**src/rtl/cas_fsk_player.sv**
```systemverilog
// Cassette FSK player: plays one byte per handshake as a tape frame (optional
// 2400 Hz header, start bit, 8 data bits LSB first, two stop bits) on cas_o.
//
// state   | meaning
// --------+-------------------------------------------------------------
// S_IDLE  | waiting for a byte; cas_o low, ready_o when motor is on
// S_HDR   | emitting header cycles at the 2400 Hz half-period
// S_START | emitting the start bit (a 0 bit)
// S_DATA  | emitting data bits 0..7, bit_q = data bit index + 1
// S_STOP  | emitting the two stop bits (1 bits), bit_q = 9 or 10
module cas_fsk_player #(
  parameter int HALF_2400 = 746,
  parameter int HALF_1200 = 1492,
  parameter int SHORT_HDR = 4000,
  parameter int LONG_HDR  = 16000
) (
  input  logic       clk_i,
  input  logic       reset_n_i,
  input  logic       ce_i,
  input  logic       motor_i,
  input  logic [7:0] data_i,
  input  logic [1:0] hdr_i,
  input  logic       valid_i,
  output logic       ready_o,
  output logic       busy_o,
  output logic       cas_o
);

  typedef enum logic [2:0] {
    S_IDLE  = 3'd0,
    S_HDR   = 3'd1,
    S_START = 3'd2,
    S_DATA  = 3'd3,
    S_STOP  = 3'd4
  } state_t;

  localparam logic [10:0] H24_LD   = 11'(HALF_2400 - 1);
  localparam logic [10:0] H12_LD   = 11'(HALF_1200 - 1);
  localparam logic [13:0] SHORT_LD = 14'(SHORT_HDR - 1);
  localparam logic [13:0] LONG_LD  = 14'(LONG_HDR - 1);

  state_t      state_q, state_d;
  logic        cas_q, cas_d;
  logic [10:0] half_q, half_d;
  logic [13:0] cyc_q, cyc_d;
  logic [3:0]  bit_q, bit_d;
  logic [7:0]  data_q, data_d;
  logic        run_q;

  logic        cur_bit;
  logic [10:0] cur_ld;
  state_t      adv_state;
  logic [3:0]  adv_bit;
  logic        adv_val;

  assign ready_o = run_q & (state_q == S_IDLE) & motor_i;
  assign busy_o  = (state_q != S_IDLE);
  assign cas_o   = cas_q;

  // Value of the bit being sent now; header cycles use the 2400 Hz length like a 1 bit.
  always_comb begin
    cur_bit = 1'b1;
    case (state_q)
      S_START: cur_bit = 1'b0;
      S_DATA:  cur_bit = data_q[3'(bit_q - 4'd1)];
      default: cur_bit = 1'b1;
    endcase
    cur_ld = cur_bit ? H24_LD : H12_LD;
  end

  // Which unit follows the current one once its last tone cycle ends.
  always_comb begin
    adv_state = state_q;
    adv_bit   = bit_q;
    adv_val   = 1'b1;
    case (state_q)
      S_HDR: begin
        adv_state = S_START;
        adv_bit   = 4'd0;
        adv_val   = 1'b0;
      end
      S_START: begin
        adv_state = S_DATA;
        adv_bit   = 4'd1;
        adv_val   = data_q[0];
      end
      S_DATA: begin
        if (bit_q == 4'd8) begin
          adv_state = S_STOP;
          adv_bit   = 4'd9;
          adv_val   = 1'b1;
        end else begin
          adv_state = S_DATA;
          adv_bit   = bit_q + 4'd1;
          adv_val   = data_q[bit_q[2:0]];
        end
      end
      S_STOP: begin
        if (bit_q == 4'd10) begin
          adv_state = S_IDLE;
        end else begin
          adv_state = S_STOP;
          adv_bit   = 4'd10;
        end
      end
      default: adv_state = S_IDLE;
    endcase
  end

  always_comb begin
    state_d = state_q;
    cas_d   = cas_q;
    half_d  = half_q;
    cyc_d   = cyc_q;
    bit_d   = bit_q;
    data_d  = data_q;
    if (state_q == S_IDLE) begin
      cas_d = 1'b0;
      if (valid_i && ready_o) begin
        data_d = data_i;
        bit_d  = 4'd0;
        if (hdr_i != 2'b00) begin
          state_d = S_HDR;
          cyc_d   = (hdr_i == 2'b01) ? SHORT_LD : LONG_LD;
          half_d  = H24_LD;
        end else begin
          state_d = S_START;
          cyc_d   = 14'd0;
          half_d  = H12_LD;
        end
      end
    end else if (motor_i && ce_i) begin
      // Motor off freezes everything; a ce tick only counts with the motor running.
      if (half_q != 11'd0) begin
        half_d = half_q - 11'd1;
      end else begin
        cas_d = ~cas_q;
        if (!cas_q) begin
          half_d = cur_ld;
        end else if (cyc_q != 14'd0) begin
          cyc_d  = cyc_q - 14'd1;
          half_d = cur_ld;
        end else begin
          state_d = adv_state;
          bit_d   = adv_bit;
          cyc_d   = adv_val ? 14'd1 : 14'd0;
          half_d  = adv_val ? H24_LD : H12_LD;
        end
      end
    end
  end

  always_ff @(posedge clk_i or negedge reset_n_i) begin
    if (!reset_n_i) begin
      state_q <= S_IDLE;
      cas_q   <= 1'b0;
      half_q  <= 11'd0;
      cyc_q   <= 14'd0;
      bit_q   <= 4'd0;
      data_q  <= 8'h00;
      run_q   <= 1'b0;
    end else begin
      state_q <= state_d;
      cas_q   <= cas_d;
      half_q  <= half_d;
      cyc_q   <= cyc_d;
      bit_q   <= bit_d;
      data_q  <= data_d;
      run_q   <= 1'b1;
    end
  end

endmodule
```
**config.mk**
```make
export PLATFORM = sky130hd
export DESIGN_NAME = cas_fsk_player
export DESIGN_NICKNAME = d
export VERILOG_FILES = /design/src/rtl/cas_fsk_player.sv
export SDC_FILE = /design/constraint.sdc
export NUM_CORES = 1
export LEC_CHECK = 0
export ABC_AREA = 1
export BUFFER_PORTS_ARGS = -buffer_cell sky130_fd_sc_hd__buf_4
export CAP_MARGIN = 20
export CORE_MARGIN = 1.5
export CORE_UTILIZATION = 40
export CTS_CLUSTER_DIAMETER = 80
export DETAILED_ROUTE_END_ITERATION = 10
export PLACE_DENSITY = 0.68
export SLEW_MARGIN = 15
export SYNTH_ARGS = -nofsm -noshare
export SYNTH_HDL_FRONTEND = slang
export SYNTH_SLANG_ARGS = --single-unit
```
**constraint.sdc**
```tcl
create_clock -name clk_i -period 2.7 [get_ports clk_i]
set_clock_uncertainty 0.15 [all_clocks]
set_input_delay 0.405 -clock clk_i [delete_from_list [all_inputs] [get_ports clk_i]]
set_output_delay 0.405 -clock clk_i [all_outputs]
set_load 0.1 [all_outputs]
```
Word-level counts from Yosys, hierarchy flattened
Index checks and enable logic that the tools add are counted.

Register bits: 42. Input port bits: 15. Output and inout port bits: 3. Logic and storage cells: 90.

Add/subtract/negate cells: 4. Magnitude comparators: 2. Equality and inequality tests: 11. Multiplexer cells: 47. Bitwise logic cells: 3. Reductions and logical operators: 16.

Operator list (count): $mux W14 (8); $mux W11 (9); $mux W4 (8); $mux W3 (8); $pmux W4 S4 (1); $reduce_bool A14 Y1 (1); $sub A14 B1 Y14 const B (1); $pmux W3 S4 (1); $reduce_bool A11 Y1 (1); $sub A11 B1 Y11 const B (1); $eq A4 B4 Y1 const B (2); $lt A3 B4 Y1 const B (2); $mux W1 (7); $reduce_and A7 Y1 (1); $bmux W1 S3 (2); $eq A3 B2 Y1 const B (2); $reduce_and A2 Y1 (3); $reduce_bool A2 Y1 (3); $reduce_and A5 Y1 (1); $reduce_bool A5 Y1 (1); $add A4 B1 Y4 const B (1); $ne A2 B2 Y1 const B (2); $reduce_and A4 Y1 (1); $eq A3 B1 Y1 const B (1); other kinds (13) (15).

Longest topological paths before layout
Gate-level depths: netlist (run 1).

Word-level depth: 10. Gate-level depth with buffers: 13. Mapped depth without buffers: 13.

Worst setup path before layout (run 1)
OpenSTA, ideal clock, no wires.

Path type: reg2reg. Start: register cas_q (netlist: cas_o). End: register bit_q[1]. Setup time: 0.121 ns. Arrival time: 1.972 ns. Setup slack: 0.457 ns. Cell stages (with the launch flop): 8. Path buffers: 0. Clock period less this slack: 2.243 ns. Cell sequence: dfrtp_1 > inv_1 > o21ai_0 > nand2_2 > nor2_4 > inv_2 > nand2_1 > o21ai_2.

Longest elaborated chain between the ends: 2.

Ends and longest elaborated chain: start, declared (RTL line 43) `logic cas_q, cas_d;`; start signal, assigned (RTL line 164) `cas_q <= cas_d;`; $reduce_bool A2 Y1 (no source line); $reduce_and A7 Y1 (no source line); end signal, assigned (RTL line 167) `bit_q <= bit_d;`; end, declared (RTL line 46) `logic [3:0] bit_q, bit_d;`.

No other way between the ends. A chain may end at the register's enable or synchronous reset.

Final worst setup path (run 1)
Start: register bit_q[0]. End: register half_q[1].

Longest elaborated chain between the ends: 10. Elaborated cells on any way between the ends: 16. Those cells by class: add/sub (1); eq/ne (1); mux (14).

Ends and longest elaborated chain: $sub A3 B1 Y3 / $bmux W1 S3 (equally long branches) (RTL line 65, 95); $bmux W1 S3 / $mux W1 (equally long branches) (RTL line 65, 95); $mux W1 (on tied branches) (RTL line 65, 88); $pmux W1 S2 / $pmux W1 S3 (equally long branches) (RTL line 63, 76); $mux W11 (on tied branches) (RTL line 68, 147); $mux W11 (RTL line 140) `end else if (cyc_q != 14'd0) begin`; $mux W11 * (RTL line 138) `if (!cas_q) begin`; $mux W11 * (RTL line 134) `if (half_q != 11'd0) begin`; $mux W11 * (RTL line 132) `end else if (motor_i && ce_i) begin`; $mux W11 * (RTL line 117) `if (state_q == S_IDLE) begin`; end signal, assigned (RTL line 165) `half_q <= half_d;`; end, declared (RTL line 44) `logic [10:0] half_q, half_d;`.

Every way passes the cells marked *; elsewhere a longest branch is shown, timed or not. The select of a mux whose other input is x is not followed.

==> impl_metrics.yaml, run 1 <==
synth:
  synth_top_cell_area_share: 0.381
  synth_nets: 366
  ys_seq_elements: 42
  synthesis.yosys.warnings: 0
  post_synth_instance_area_um2: 2760
  ys_async_sr_fraction: 1.00
  synth_flop_cell: "sky130_fd_sc_hd__dfrtp_1"
  syn-mean-instance-area_um2: 7.96
  postSynthCellCount: 346
  synth.largest_area_cell: "sky130_fd_sc_hd__dfrtp_1"
  synth-edff-count: 0
  synthDistinctLibCells: 38
  synth.yosys.seq_area_share: 0.381
  leading_cell_types_by_total_area_after_synthesis: "sky130_fd_sc_hd__dfrtp_1 38%, sky130_fd_sc_hd__nand2_1 9.3%, sky130_fd_sc_hd__nand3_1 5.4%"
floorplanning:
  num_rows: 30
  fp.coreArea_um2: 6720
  design.die.area_um2: 7400
  dieWidth_um: 86.0
  initial_core_util: 0.410
  io-pin-count: 18
  die_y_um: 86.0
cells_and_area:
  final_layout_size_suffix_gt1_frac: 0.206
  layout-area-overhead-vs-synth_pct: 12.7
  post_layout_nonfiller_instances: 449
  finish.utilization: 0.462
  diodes: 0
  nNetsFinal: 388
hold_path:
  timing.hold.worst_path_depth: 2
  min-delay-path-class: "primary input to flip-flop"
drt:
  first_pass_iters: 4
  drtIter0Drc: 128
  avgViaCountPerCell: 5.10
  routed_wirelength_um: 5920
  via_count: 2292
  routed_wire_length_per_instance_um: 13.2
  drt_drc_violations_left: 0
  postRouteAntennaNets: 0
clock_network:
  path_clk_slew_ns: 0.08
  cts_tree: "done"
  clock_insertion_delay_worst_skew_ns: 0.31
  cts_sinks: 42
  ctsRootBufferMaster: "sky130_fd_sc_hd__clkbuf_8"
  cts_setup_buffers: 0
  clock_tree_buf_depth: 2
  post_cts.resized_instances: 0
  htree_levels: 2
  cts-buffers-inserted: 5
pwr:
  power.density_nw_per_um2: 486
  p_int_mw: 1.12
  comb_power_share: 0.127
  seq_power_share: 0.466
  clock_power_share: 0.406
  sw_frac_of_total: 0.254
  power_dissipated_by_switching_net_loads_mw: 0.384
  largest_voltage_drop_on_the_vdd_net_v: 0.000360
  power.leakage_nw: 1.52
placed_design:
  place_ws_ns: 0.411
  buffer_ports.inserted: 17
  final_gp_congestion: 0.924
  place.detailed.instances: 440
  dp.final_hpwl_um: 4280
timing:
  clock.fmax_mhz: 441
  setup_total_negative_slack_ns: 0
  timing.slew.headroom: 0.647
  finalHoldWorstSlack_ns: 0.183
  number_of_max_slew_violations_in_the_final_report: 0
  unrepaired_setup_endpoints_after_global_routing: "false"
  setup_viol: 0
  min_period_ns: 2.27
  worst_slew_pin_slew_ns: 0.529
  finalHoldViolCount: 0
  timing.final.crit_share: 0.840
  setup_ws_ns: 0.433
global_route:
  globalRouteTotalUtil: 0.180
  globalRouteOverflowTotal: 0
  grt_antenna_before_repair: 0
  grt_first_pass_wirelength_um: 10600
  grt_pass1_vias: 2296
  grt_start_max_net_pins: 43
critical_path:
  timing.critical_path.slowest_stage_cell: "sky130_fd_sc_hd__dfrtp_1"
  worstPathArrival_ns: 2.32
  timing.critical_path.from_type: "flip-flop"
  timing.critical_path.max_delay_family: "simple AND/OR/NAND/NOR gates"
  cp.depth: 13
  worst-r2r-cell-count: 13
  critPathMostFrequentCell: "sky130_fd_sc_hd__nand3_1"
  worstPathBufferInverterCount: 3
  crit_required_ns: 2.75
  worstSetupEndpointType: "flip-flop"
  critical_path_class: "flip-flop to flip-flop"
  worst-path-max-fanout: 13
  critical_path.cell_chain: "clkinv_1 > ha_1 > inv_1 > nor2_1 > nand2_1 > nand3_1 > nand3_1 > nand3_1 > nand2_1 > nand2_2 > nand3_1 > nand2_1 > inv_1"
  worst_path_largest_cell_delay_ns: 0.59
run:
  max_cap_viol_count: 0
status:
  run_status: "finished clean"
==> registers in the layout (all words and copies together), names as in the netlist <==
register  count
bit_q         4
cas_o         1
cyc_q        14
data_q        8
half_q       11
run_q         1
state_q       3
==> power by group through the flow <==
stage	Clock, mW	Sequential [mW]	Combinational [mW]
after detailed placement	0	0.715	0.190
after floorplan	0	0.709	0.139
after CTS	0.627	0.703	0.193
after global placement	0	0.714	0.187
after global routing	0.649	0.709	0.232
final	0.613	0.703	0.192
==> per-stage QoR <==
step	area, µm²	power (mW)
finish	3110	1.51
global route	3110	1.59
CTS	3110	1.52
detailed placement	2960	0.904
global placement	2960	0.901
floorplan	2760	0.848
==> layout make-up <==
class | instances | area (µm²)
inverters | 47 | 178
repair buffers | 20 | 153
clock buffers | 5 | 68.8
flip-flops and latches | 42 | 1050
fillers | 660 | 3610
multi-input cells | 252 | 1490
clock inverters | 3 | 68.8
well taps | 80 | 100
==> final timing paths <==
kind	startpoint	end	slack, ns
worst min-delay path	data_i[6]	data_q[6]	0.18
worst max register to register	bit_q[0]	half_q[1]	0.43
max in group asynchronous	reset_n_i	cyc_q[12]	1.57
min in group asynchronous	reset_n_i	half_q[9]	0.47
worst min register to register	half_q[0]	half_q[0]	0.34
worst max-delay path	bit_q[0]	half_q[1]	0.43
==> cells by family (layout without fill, tap and decap cells) <==
group,count (synthesis),in the layout,synth area share
xor gates and xnor gates,14,14,0.0445
other,1,1,0.00136
AOI/OAI and AO/OA,57,57,0.140
muxes,7,7,0.0286
buffers and inverters,52,75,0.0790
adders and majority gates,5,5,0.0227
and+or+nand+nor,168,168,0.302
DFF,42,42,0.381
==> routing by layer <==
| layer | up-vias | track usage | routed length, µm |
|---|---|---|---|
| met4 | 0 | 0.0616 | 65 |
| li1 | 1173 | - | - |
| met1 | 1074 | 0.249 | 2930 |
| met3 | 6 | 0.0241 | 189 |
| met5 | - | 0 | 0 |
| met2 | 39 | 0.289 | 2730 |
==> synthesized netlist by cell type (2+ instances only) <==
library cell               n
sky130_fd_sc_hd__o21ai_1   2
sky130_fd_sc_hd__xnor2_1   4
sky130_fd_sc_hd__xor2_1   10
sky130_fd_sc_hd__a22oi_1   4
sky130_fd_sc_hd__inv_2     7
sky130_fd_sc_hd__buf_2     2
sky130_fd_sc_hd__nand2_4   5
sky130_fd_sc_hd__nand2_1  68
sky130_fd_sc_hd__nand2_2   5
sky130_fd_sc_hd__nor2_4    7
sky130_fd_sc_hd__nor2_2    2
sky130_fd_sc_hd__or2_2     2
sky130_fd_sc_hd__nor3_1    6
sky130_fd_sc_hd__dfrtp_1  42
sky130_fd_sc_hd__o21ai_2   2
sky130_fd_sc_hd__mux2_2    7
sky130_fd_sc_hd__buf_6     2
sky130_fd_sc_hd__nand3_1  30
sky130_fd_sc_hd__nor2_1   33
sky130_fd_sc_hd__a21oi_1  11
sky130_fd_sc_hd__a22oi_2   8
sky130_fd_sc_hd__o21ai_0  24
sky130_fd_sc_hd__ha_1      5
sky130_fd_sc_hd__inv_1    38
sky130_fd_sc_hd__nand4_1   7
==> timing repair <==
| action | 4_1_cts | 5_1_grt |
|---|---|---|
| endpoints found under the setup margin | 0 | 0 |
| hold buffers | 1 | 0 |
| hold endpoints to repair | 42 | 0 |
==> placed cells by master (no fill, tap or decap), types with 2 or more instances in the layout <==
master and count:
sky130_fd_sc_hd__o21ai_2 2, sky130_fd_sc_hd__o21ai_0 24, sky130_fd_sc_hd__mux2_2 7, sky130_fd_sc_hd__nor2_4 7
sky130_fd_sc_hd__clkbuf_8 5, sky130_fd_sc_hd__bufinv_16 2, sky130_fd_sc_hd__a21oi_1 11, sky130_fd_sc_hd__nor3_1 6
sky130_fd_sc_hd__ha_1 5, sky130_fd_sc_hd__inv_1 38, sky130_fd_sc_hd__nand3_1 30, sky130_fd_sc_hd__nand2_2 5
sky130_fd_sc_hd__xnor2_1 4, sky130_fd_sc_hd__a22oi_1 4, sky130_fd_sc_hd__or2_2 2, sky130_fd_sc_hd__buf_4 19
sky130_fd_sc_hd__a22oi_2 8, sky130_fd_sc_hd__nand2_1 68, sky130_fd_sc_hd__nor2_1 33, sky130_fd_sc_hd__o21ai_1 2
sky130_fd_sc_hd__xor2_1 10, sky130_fd_sc_hd__nand2_4 5, sky130_fd_sc_hd__nor2_2 2, sky130_fd_sc_hd__inv_2 7
sky130_fd_sc_hd__dfrtp_1 42, sky130_fd_sc_hd__nand4_1 7
(Power assumes the default switching activity.)
==> run 2: changes to the inputs <==
Settings changed: ABC_AREA 1 to 0, PLACE_DENSITY 0.68 to 0.7.
Clock period 2.7 ns to 1.93 ns, I/O delays scaled along.
==> impl_metrics.yaml, run 2 <==
drt:
  via_count: 3030
  routed_wire_length_per_instance_um: 17.2
  drtIter0Drc: 300
  first_pass_iters: 4
  postRouteAntennaNets: 0
  routed_wirelength_um: 8770
  avgViaCountPerCell: 5.93
  drt_drc_violations_left: 0
critical_path:
  timing.critical_path.from_type: "flip-flop"
  timing.critical_path.slowest_stage_cell: "sky130_fd_sc_hd__or4b_4"
  crit_required_ns: 1.98
  worstReg2RegStart: "cyc_q[1]"
  worst_path_largest_cell_delay_ns: 0.48
  timing.critical_path.max_delay_family: "simple AND/OR/NAND/NOR gates"
  crit-reg2reg-capture: "half_q[9]"
  worstPathArrival_ns: 2.46
  worst-r2r-cell-count: 9
  worst-path-max-fanout: 5
  critical_path.cell_chain: "inv_2 > ha_4 > or4b_4 > nor4b_4 > buf_6 > a32o_2 > o211ai_1 > buf_4 > a31o_4"
  cp-endpoint: "half_q[9]"
  worstSetupStartpoint: "cyc_q[1]"
  cp.depth: 9
  critical_path_class: "flip-flop to flip-flop"
  worstPathBufferInverterCount: 3
  rrSetupSlack_ns: -0.48
  worstSetupEndpointType: "flip-flop"
timing:
  number_of_max_slew_violations_in_the_final_report: 0
  min_period_ns: 2.41
  clock.fmax_mhz: 416
  timing.slew.headroom: 0.541
  setup_viol: 30
  setup_ws_ns: -0.477
  unrepaired_setup_endpoints_after_global_routing: "true"
  setup_total_negative_slack_ns: -9.78
  worst_slew_pin_slew_ns: 0.686
  timing.final.crit_share: 1.25
  finalHoldViolCount: 0
cells_and_area:
  largest_register_ff_count: 14
  diodes: 0
  final.fill_count: 500
  final_layout_size_suffix_gt1_frac: 0.454
  mostFrequentLayoutCell: "sky130_fd_sc_hd__buf_4"
  nNetsFinal: 453
  layout_common_cells: "106 x sky130_fd_sc_hd__buf_4, 38 x sky130_fd_sc_hd__dfrtp_1, 37 x sky130_fd_sc_hd__nand2_1"
  registers.top_by_ff_count: "cyc_q"
  layout-area-overhead-vs-synth_pct: 53.7
  reg.largest.list: "cyc_q (14), half_q (11), data_q (8)"
  finish.utilization: 0.648
  postLayoutCellArea_um2: 4210
clock_network:
  cts_sinks: 42
  ctsRootBufferMaster: "sky130_fd_sc_hd__clkbuf_8"
  path_clk_slew_ns: 0.09
  cts_tree: "done"
  cts-buffers-inserted: 5
  htree_levels: 2
  clock_tree_buf_depth: 2
  clock_insertion_delay_worst_skew_ns: 0.30
placed_design:
  buffer_ports.inserted: 17
  postPlaceCellArea_um2: 3580
  final_gp_congestion: 0.864
  dp.final_hpwl_um: 5490
pwr:
  largest_voltage_drop_on_the_vdd_net_v: 0.000408
  power.density_nw_per_um2: 563
  finalPower_mw: 2.37
  power.leakage_nw: 1.80
synth:
  synthesis.yosys.warnings: 0
  synth_nets: 338
  synth.largest_area_cell: "sky130_fd_sc_hd__dfrtp_1"
  yosys.cell_count.top_type: "sky130_fd_sc_hd__dfrtp_1"
  synth_common_cells: "42 x sky130_fd_sc_hd__dfrtp_1, 39 x sky130_fd_sc_hd__nand2_1, 31 x sky130_fd_sc_hd__nor2_1"
  synthDistinctLibCells: 63
  syn-mean-instance-area_um2: 8.62
  post_synth_instance_area_um2: 2740
  synth-edff-count: 0
  ys_seq_elements: 42
  ys_async_sr_fraction: 1.00
  postSynthCellCount: 318
  synth_flop_cell: "sky130_fd_sc_hd__dfrtp_1"
  leading_cell_types_by_total_area_after_synthesis: "sky130_fd_sc_hd__dfrtp_1 38%, sky130_fd_sc_hd__nand2_1 5.3%, sky130_fd_sc_hd__nor2_1 4.2%"
  synth_top_cell_area_share: 0.384
  synth.yosys.seq_area_share: 0.384
global_route:
  globalRouteTotalUtil: 0.232
  grt_antenna_before_repair: 0
  globalRouteOverflowTotal: 0
  grt_start_max_net_pins: 43
  grt_first_pass_wirelength_um: 13600
  grt_pass1_vias: 2907
run:
  max_cap_viol_count: 0
status:
  violations: "setup timing"
  run_status: "finished, violations left"
floorplanning:
  io-pin-count: 18
  dieWidth_um: 85.8
  fp.coreArea_um2: 6490
  die_y_um: 85.8
  initial_core_util: 0.422
  num_rows: 29
  design.die.area_um2: 7360
hold_path:
  min-delay-path-class: "primary input to flip-flop"
  hp-start: "data_i[5]"
==> run 2: cell type report <==
type | count | area, µm² | share of cell area
repair buffers | 119 | 976 | 0.232
clock buffers | 7 | 76.3 | 0.0181
multi-input cells | 252 | 1930 | 0.457
well taps | 77 | 96.3 | 0.0229
inverters | 13 | 51.3 | 0.0122
clock inverters | 1 | 30.0 | 0.00713
flip-flops and latches | 42 | 1060 | 0.251
==> run 2: report_power, final <==
part / internal (mW) / total [mW] / leakage, nW / switching [mW]
Sequential: 0.956 / 1.03 / 0.496 / 0.0721
Clock: 0.388 / 0.704 / 0.0524 / 0.316
Combinational: 0.328 / 0.638 / 1.25 / 0.310
Total: 1.67 / 2.37 / 1.80 / 0.699
==> run 2: worst min-delay path by stage <==
stage	cells past startpoint	slack, ns	end
floorplan	0	-0.16	bit_q[0]
global placement	1	0.17	bit_q[2]
detailed placement	1	0.17	bit_q[3]
CTS	3	0.02	data_q[5]
global route	3	0.02	data_q[1]
finish	3	0.02	data_q[5]
==> run 2: per-layer routing <==
metal | vias to the layer above | global-route usage | wire length [µm] | share of wire
met1 | 1448 | 0.312 | 3730 | 0.43
met4 | 0 | 0.0660 | 133 | 0.015
met3 | 14 | 0.0452 | 590 | 0.067
li1 | 1430 | - | - | -
met2 | 138 | 0.382 | 4310 | 0.49
met5 | - | 0 | 0 | 0
==> run 2: what timing repair did <==
item | 4_1_cts | 5_1_grt
pin swaps | 23 | 30
hold buffers | 1 | 0
resized for setup | 48 | 42
cloned | 2 | 0
setup buffers | 10 | 13
setup endpoints to repair | 30 | 33
endpoints found under the hold margin | 42 | 0
==> run 2: kinds of logic after synthesis <==
group,share of synthesized area
xor+xnor,0.00639
fa+ha+maj,0.0228
flops,0.384
simple gates,0.247
buf+inv,0.0406
mux,0.0507
compound gates,0.248
other cells,0.00137
==> run 2: worst reg2reg max path: stages, from the launching register on <==
cell and delay (ns):
sky130_fd_sc_hd__dfrtp_1 0.40, sky130_fd_sc_hd__inv_2 0.08, sky130_fd_sc_hd__ha_4 0.13, sky130_fd_sc_hd__or4b_4 0.48, sky130_fd_sc_hd__nor4b_4 0.24, sky130_fd_sc_hd__buf_6 0.16, sky130_fd_sc_hd__a32o_2 0.16, sky130_fd_sc_hd__o211ai_1 0.12
sky130_fd_sc_hd__buf_4 0.17, sky130_fd_sc_hd__a31o_4 0.22
==> run 2: stage by stage <==
stage / cells / setup WS [ns] / hold WS, ns
after floorplan: 318 / -0.536 / -0.156
after global placement: 480 / -0.407 / 0.168
after detailed placement: 480 / -0.472 / 0.166
after CTS: 500 / -0.435 / 0.0201
after global routing: 511 / -0.552 / 0.0231
final: 511 / -0.477 / 0.0215
